[config.mk]
export PLATFORM = sky130hd
export DESIGN_NAME = pwm_fade_ctrl
export DESIGN_NICKNAME = d
export VERILOG_FILES = /design/src/rtl/pwm_pkg.sv /design/src/rtl/pwm_fade_channel.sv /design/src/rtl/pwm_fade_ctrl.sv
export SDC_FILE = /design/constraint.sdc
export NUM_CORES = 1
export LEC_CHECK = 0
export ABC_AREA = 0
export BUFFER_PORTS_ARGS = -buffer_cell sky130_fd_sc_hd__clkbuf_2
export CAP_MARGIN = 20
export CORE_MARGIN = 10
export CORE_UTILIZATION = 59
export DETAILED_ROUTE_END_ITERATION = 8
export PLACE_DENSITY_LB_ADDON = 0.25
export SLEW_MARGIN = 20
export SYNTH_ARGS = -nofsm -noshare
export SYNTH_HDL_FRONTEND = slang
export SYNTH_SLANG_ARGS = --single-unit
[constraint.sdc]
create_clock -name CLK -period 1.95 [get_ports CLK]
set_clock_uncertainty 0.15 [all_clocks]
set_input_delay 0.0975 -clock CLK [delete_from_list [all_inputs] [get_ports CLK]]
set_output_delay 0.0975 -clock CLK [all_outputs]
set_load 0.05 [all_outputs]
[src/rtl/pwm_pkg.sv]
// Register map constants shared by the PWM fade controller and its bench.
package pwm_pkg;
   localparam int TARGET_BASE   = 'h00;
   localparam int CTRL_ADDR     = 'h10;
   localparam int FADE_DIV_ADDR = 'h11;
   localparam int STATUS_ADDR   = 'h12;
   localparam int CUR_BASE      = 'h20;
   localparam int CTRL_EN_BIT   = 0;
   localparam int FADE_DIV_W    = 16;
endpackage

[src/rtl/pwm_fade_channel.sv]
// One PWM channel: target/current/active duty and the output compare flop.
// Build option PWM_FADE_EN selects the stepping fade engine; otherwise CUR
// tracks TARGET directly.
module pwm_fade_channel
   import pwm_pkg::*;
#(
   parameter int PWM_BITS = 8
) (
   input  logic                i_clk,
   input  logic                i_rst_n,
   input  logic [PWM_BITS-1:0] i_ctr,
   input  logic                i_tick,
   input  logic                i_wrap,
   input  logic                i_en,
   input  logic                i_we,
   input  logic [PWM_BITS-1:0] i_data,
   output logic [PWM_BITS-1:0] o_target,
   output logic [PWM_BITS-1:0] o_cur,
   output logic                o_status,
   output logic                o_pwm
);
   logic [PWM_BITS-1:0] r_target, r_cur, r_act;
   logic                r_pwm;

   // Target register, written by the CPU at any time (also while disabled)
   always_ff @(posedge i_clk or negedge i_rst_n)
      if (!i_rst_n)  r_target <= '0;
      else if (i_we) r_target <= i_data;

`ifdef PWM_FADE_EN
   // Step CUR one LSB towards the (pre-write) TARGET on each fade tick
   always_ff @(posedge i_clk or negedge i_rst_n)
      if (!i_rst_n) r_cur <= '0;
      else if (i_tick) begin
         if (r_cur < r_target)      r_cur <= r_cur + 1'b1;
         else if (r_cur > r_target) r_cur <= r_cur - 1'b1;
      end
`else
   logic w_unused;
   assign w_unused = i_tick;

   // No fade engine: CUR follows TARGET while enabled, frozen otherwise
   always_ff @(posedge i_clk or negedge i_rst_n)
      if (!i_rst_n) r_cur <= '0;
      else if (i_en) r_cur <= r_target;
`endif

   // Active duty changes only at the period wrap so no period is cut short
   always_ff @(posedge i_clk or negedge i_rst_n)
      if (!i_rst_n)    r_act <= '0;
      else if (i_wrap) r_act <= r_cur;

   // Registered compare; forced low one cycle after disable
   always_ff @(posedge i_clk or negedge i_rst_n)
      if (!i_rst_n) r_pwm <= 1'b0;
      else          r_pwm <= i_en & (r_act > i_ctr);

   assign o_target = r_target;
   assign o_cur    = r_cur;
   assign o_status = (r_cur != r_target);
   assign o_pwm    = r_pwm;
endmodule

[src/rtl/pwm_fade_ctrl.sv]
// Memory-mapped N-channel PWM controller with hardware fading.
// Top holds bus decode, period counter, fade prescaler and read mux.
// Define PWM_FADE_EN to build the fade engine, FADE_DIV and STATUS.
module pwm_fade_ctrl
   import pwm_pkg::*;
#(
   parameter int CHANNELS     = 3,
   parameter int BITS         = 16,
   parameter int ADDRESS_BITS = 8,
   parameter int PWM_BITS     = 8
) (
   input  logic                    CLK,
   input  logic                    RSTb,
   input  logic [ADDRESS_BITS-1:0] ADDRESS,
   input  logic [BITS-1:0]         DATA_IN,
   output logic [BITS-1:0]         DATA_OUT,
   input  logic                    WRb,
   output logic [CHANNELS-1:0]     PWM_OUT
);
   // Last counter value FS-1: period is FS cycles
   localparam logic [PWM_BITS-1:0] CTR_LAST = {{(PWM_BITS-1){1'b1}}, 1'b0};

   logic [31:0]                        w_addr;
   logic                               w_wr, w_wrap, w_tick, w_unused;
   logic                               r_en;
   logic [PWM_BITS-1:0]                r_ctr;
   logic [CHANNELS-1:0][PWM_BITS-1:0]  w_target, w_cur;
   logic [CHANNELS-1:0]                w_status;

   assign w_addr   = 32'(ADDRESS);
   assign w_wr     = !WRb;
   assign w_wrap   = r_en && (r_ctr == CTR_LAST);
   assign w_unused = ^{DATA_IN, w_status};

   // Global enable bit
   always_ff @(posedge CLK or negedge RSTb)
      if (!RSTb) r_en <= 1'b0;
      else if (w_wr && w_addr == 32'(CTRL_ADDR)) r_en <= DATA_IN[CTRL_EN_BIT];

   // Period counter 0..FS-1, held at 0 while disabled so enable restarts cleanly
   always_ff @(posedge CLK or negedge RSTb)
      if (!RSTb)                r_ctr <= '0;
      else if (!r_en || w_wrap) r_ctr <= '0;
      else                      r_ctr <= r_ctr + 1'b1;

`ifdef PWM_FADE_EN
   logic [FADE_DIV_W-1:0] r_fade_div, r_ps;
   logic                  w_div_we;

   assign w_div_we = w_wr && (w_addr == 32'(FADE_DIV_ADDR));
   assign w_tick   = r_en && (r_ps == r_fade_div);

   // Fade divider register
   always_ff @(posedge CLK or negedge RSTb)
      if (!RSTb)         r_fade_div <= '0;
      else if (w_div_we) r_fade_div <= DATA_IN[FADE_DIV_W-1:0];

   // Prescaler 0..FADE_DIV; a divider write restarts it immediately
   always_ff @(posedge CLK or negedge RSTb)
      if (!RSTb)                          r_ps <= '0;
      else if (!r_en || w_div_we || w_tick) r_ps <= '0;
      else                                r_ps <= r_ps + 1'b1;
`else
   assign w_tick = 1'b0;
`endif

   for (genvar i = 0; i < CHANNELS; i++) begin : g_ch
      logic w_we;
      assign w_we = w_wr && (w_addr == 32'(TARGET_BASE + i));
      pwm_fade_channel #(.PWM_BITS(PWM_BITS)) u_ch (
         .i_clk    (CLK),
         .i_rst_n  (RSTb),
         .i_ctr    (r_ctr),
         .i_tick   (w_tick),
         .i_wrap   (w_wrap),
         .i_en     (r_en),
         .i_we     (w_we),
         .i_data   (DATA_IN[PWM_BITS-1:0]),
         .o_target (w_target[i]),
         .o_cur    (w_cur[i]),
         .o_status (w_status[i]),
         .o_pwm    (PWM_OUT[i])
      );
   end

   // Combinational read mux; unmapped addresses and unused bits read 0
   always_comb begin
      DATA_OUT = '0;
      for (int i = 0; i < CHANNELS; i++) begin
         if (w_addr == 32'(TARGET_BASE + i)) DATA_OUT[PWM_BITS-1:0] = w_target[i];
         if (w_addr == 32'(CUR_BASE + i))    DATA_OUT[PWM_BITS-1:0] = w_cur[i];
      end
      if (w_addr == 32'(CTRL_ADDR)) DATA_OUT[CTRL_EN_BIT] = r_en;
`ifdef PWM_FADE_EN
      if (w_addr == 32'(FADE_DIV_ADDR)) DATA_OUT[FADE_DIV_W-1:0] = r_fade_div;
      if (w_addr == 32'(STATUS_ADDR))   DATA_OUT[CHANNELS-1:0]   = w_status;
`endif
   end
endmodule
==> flow_metrics.py <==
metrics = {
    "global_routing": {
        "grt_max_degree": 41,
        "grt_pass1_wl_mm": 15.7,
        "grt_pass1_vias": 3117,
        "track_usage": 0.174,
        "gr-total-overflow": 0,
        "antenna_found_initial": 0,
    },
    "floorplanning": {
        "dieArea_sq_um": 11100,
        "die-height_microns": 105,
        "fp-row-count": 31,
        "die_x_microns": 105,
        "core_area_sq_um": 7180,
        "start_util": 0.598,
        "io_pins": 46,
    },
    "placement": {
        "dpl.hpwl_mm": 6.84,
        "port_buffers": 29,
        "dp.cells": 473,
        "routabilityCongestion": 0.831,
        "pre_cts_slack_ns": 0.147,
    },
    "synth": {
        "synth-seq-area-share": 0.490,
        "synth.most_common_cell": "dfrtp_1",
        "synth_top_family_by_area": "multiplexers",
        "yosysWarnings": 0,
        "ys.flop_type": "dfrtp_1",
        "yosysTopAreaCellShare": 0.490,
        "synth_seq_cells": 84,
        "yosys-top-cells-count": "84 x dfrtp_1, 80 x mux2_2, 26 x ha_1",
        "yosys.area_share.xor_xnor": 0.0123,
        "synthArstFlopShare": 1.00,
        "synthTopCellsByArea": "dfrtp_1 49%, mux2_2 21%, ha_1 7.6%",
        "synth_top_area_cell": "dfrtp_1",
        "synthCells": 341,
        "synth.area.mux_share": 0.229,
        "synth_cell_types": 37,
        "synth-adder-area-share": 0.0758,
        "syn-cell-area_sq_um": 4290,
        "synth_compound_area_frac": 0.0761,
        "synth_area_per_cell_sq_um": 12.6,
        "synth_enable_flop_cells": 0,
        "synth-simple-area-share": 0.0761,
    },
    "cells_and_area": {
        "fin_cells": 495,
        "fin_util": 0.702,
        "antennaDiodeCount": 0,
        "fin_nets": 447,
        "nFillCells": 509,
        "final_layout_size_suffix_gt1_frac": 0.371,
        "syn2layout_area_growth_pct": 17.4,
    },
    "cts": {
        "htreeDepth": 3,
        "cts_tree": "done",
        "numCtsBuffers": 9,
        "cts_setup_buffers": 0,
        "clock_sinks": 84,
        "clock_latency_ns": 0.35,
        "cts_root_buffer": "clkbuf_8",
        "cts.clk_slew.worst_paths_ns": 0.07,
        "ctsHoldBuffers": 9,
        "cts_resized": 0,
        "clk_path_buf_depth": 2,
    },
    "critical_path": {
        "cpMaxStageDelayCell": "dfrtp_1",
        "cp_cell_sequence": "and4b_1, a31oi_1, o32ai_1, o22a_1, buf_12",
        "critPathLaunchType": "flip-flop",
        "endpoint_kind": "output pin",
        "crit_path_max_incr_delay_ns": 0.39,
        "path_class": "reg2out",
        "path_buf_inv": 1,
        "worstPathRequired_ns": 1.70,
        "cp.arrival_ns": 1.61,
        "crit_family": "compound AO/OA/AOI/OAI gates",
        "critPathMaxFanout": 3,
    },
    "sta": {
        "worstMarginPinSlew_ns": 0.522,
        "slew_headroom": 0.652,
        "fin_ws_ns": 0.0914,
        "final_hold_viol_count": 0,
        "fin_setup_tns_ns": 0,
        "drv_slew": 0,
        "fin_crit_sh": 0.953,
        "max_freq_ghz": 0.538,
        "rsz0062_at_grt": "no",
        "period_needed_ns": 1.86,
        "finalSetupViolCount": 0,
    },
    "detailed_routing": {
        "ant_nets": 0,
        "routed_wl_mm": 9.17,
        "drt_first_pass_iters": 4,
        "drt_iter0_drc": 149,
        "via_count": 2853,
        "wl_per_cell_microns": 18.5,
        "drcViolationCount": 0,
        "via_per_inst": 5.76,
    },
    "power_and_ir_drop": {
        "cellLeakagePower_nw": 2.51,
        "p_per_area_nw_per_um2": 680,
        "peakVddDrop_uv": 427,
    },
    "min_path": {
        "hold_class": "in2reg",
    },
    "run_status": {
        "status": "completed",
    },
    "flow_run": {
        "cap_violations": 0,
    },
}
## cell type report
class / count / area (sq um) / area share
multi-input cells: 231 / 2040 / 0.405
inverters: 12 / 45.0 / 0.00894
clock buffers: 10 / 128 / 0.0253
flip-flops and latches: 84 / 2100 / 0.417
clock inverters: 3 / 65.1 / 0.0129
repair buffers: 56 / 531 / 0.105
well taps: 99 / 124 / 0.0246
## worst register-to-register path: cells and delay by family (launching register included)
family | cells | cell delay (ns)
buffers and inverters | 1 | 0.18
DFF | 1 | 0.44
muxes | 1 | 0.36
and+or+nand+nor | 3 | 0.56
## final timing paths
check | cells after the start | end | slack [ns] | from
min reg2reg | 1 | g_ch[1].u_ch.r_act[0] | 0.36 | g_ch[1].u_ch.r_act[0]
min | 3 | g_ch[0].u_ch.o_target[0] | 0.03 | WRb
min in group asynchronous | 2 | r_ctr[6] | 0.12 | RSTb
max in group asynchronous | 3 | g_ch[0].u_ch.o_cur[5] | 0.97 | RSTb
max | 5 | DATA_OUT[0] | 0.09 | g_ch[2].u_ch.o_cur[0]
max reg2reg | 5 | g_ch[1].u_ch.r_act[7] | 0.14 | r_ctr[2]
## flip-flops by register name, indices dropped and copies added, names as in the netlist
register,cells
r_en,1
g_ch.u_ch.r_act,24
g_ch.u_ch.o_cur,24
g_ch.u_ch.o_pwm,3
r_ctr,8
g_ch.u_ch.o_target,24
## logic make-up after synthesis
logic type,count (synthesis)
adder cells (fa/ha/maj),26
multiplexers,88
AO/OA/AOI/OAI,50
flip-flops,84
XOR/XNOR,6
buffers and inverters,33
AND/OR/NAND/NOR,53
other,1
## power breakdown
part           internal, W  switching (W)
combinational     0.000127       0.000167
sequential         0.00180      0.0000473
clock             0.000699       0.000587
## stage by stage
step | power (W) | hold slack (ns) | area (sq um)
floorplan | 0.00204 | -0.348 | 4320
global placement | 0.00215 | -0.0352 | 4750
detailed placement | 0.00216 | -0.0380 | 4750
CTS | 0.00344 | 0.0222 | 5040
global route | 0.00355 | 0.0526 | 5040
finish | 0.00342 | 0.0273 | 5040
## per-layer routing
| layer | global-route usage | up-vias | wire (microns) |
|---|---|---|---|
| li1 | - | 1338 | - |
| met1 | 0.210 | 1426 | 3980 |
| met2 | 0.280 | 72 | 4320 |
| met3 | 0.0493 | 17 | 633 |
| met4 | 0.0863 | 0 | 233 |
| met5 | 0 | - | 0 |
## cell usage in the layout, fill, tap and decap left out, types with 9 or more instances in the layout
master         synthesis  routed
clkbuf_8               0       9
inv_1                 12      12
a21oi_1               14      14
buf_12                 0      11
buf_4                 11      16
clkbuf_2               0      20
nor2_1                21      21
mux2_2                80      80
dlygate4sd3_1          0       9
ha_1                  26      26
dfrtp_1               84      84
No activity file was read; power rests on OpenSTA's default activity.
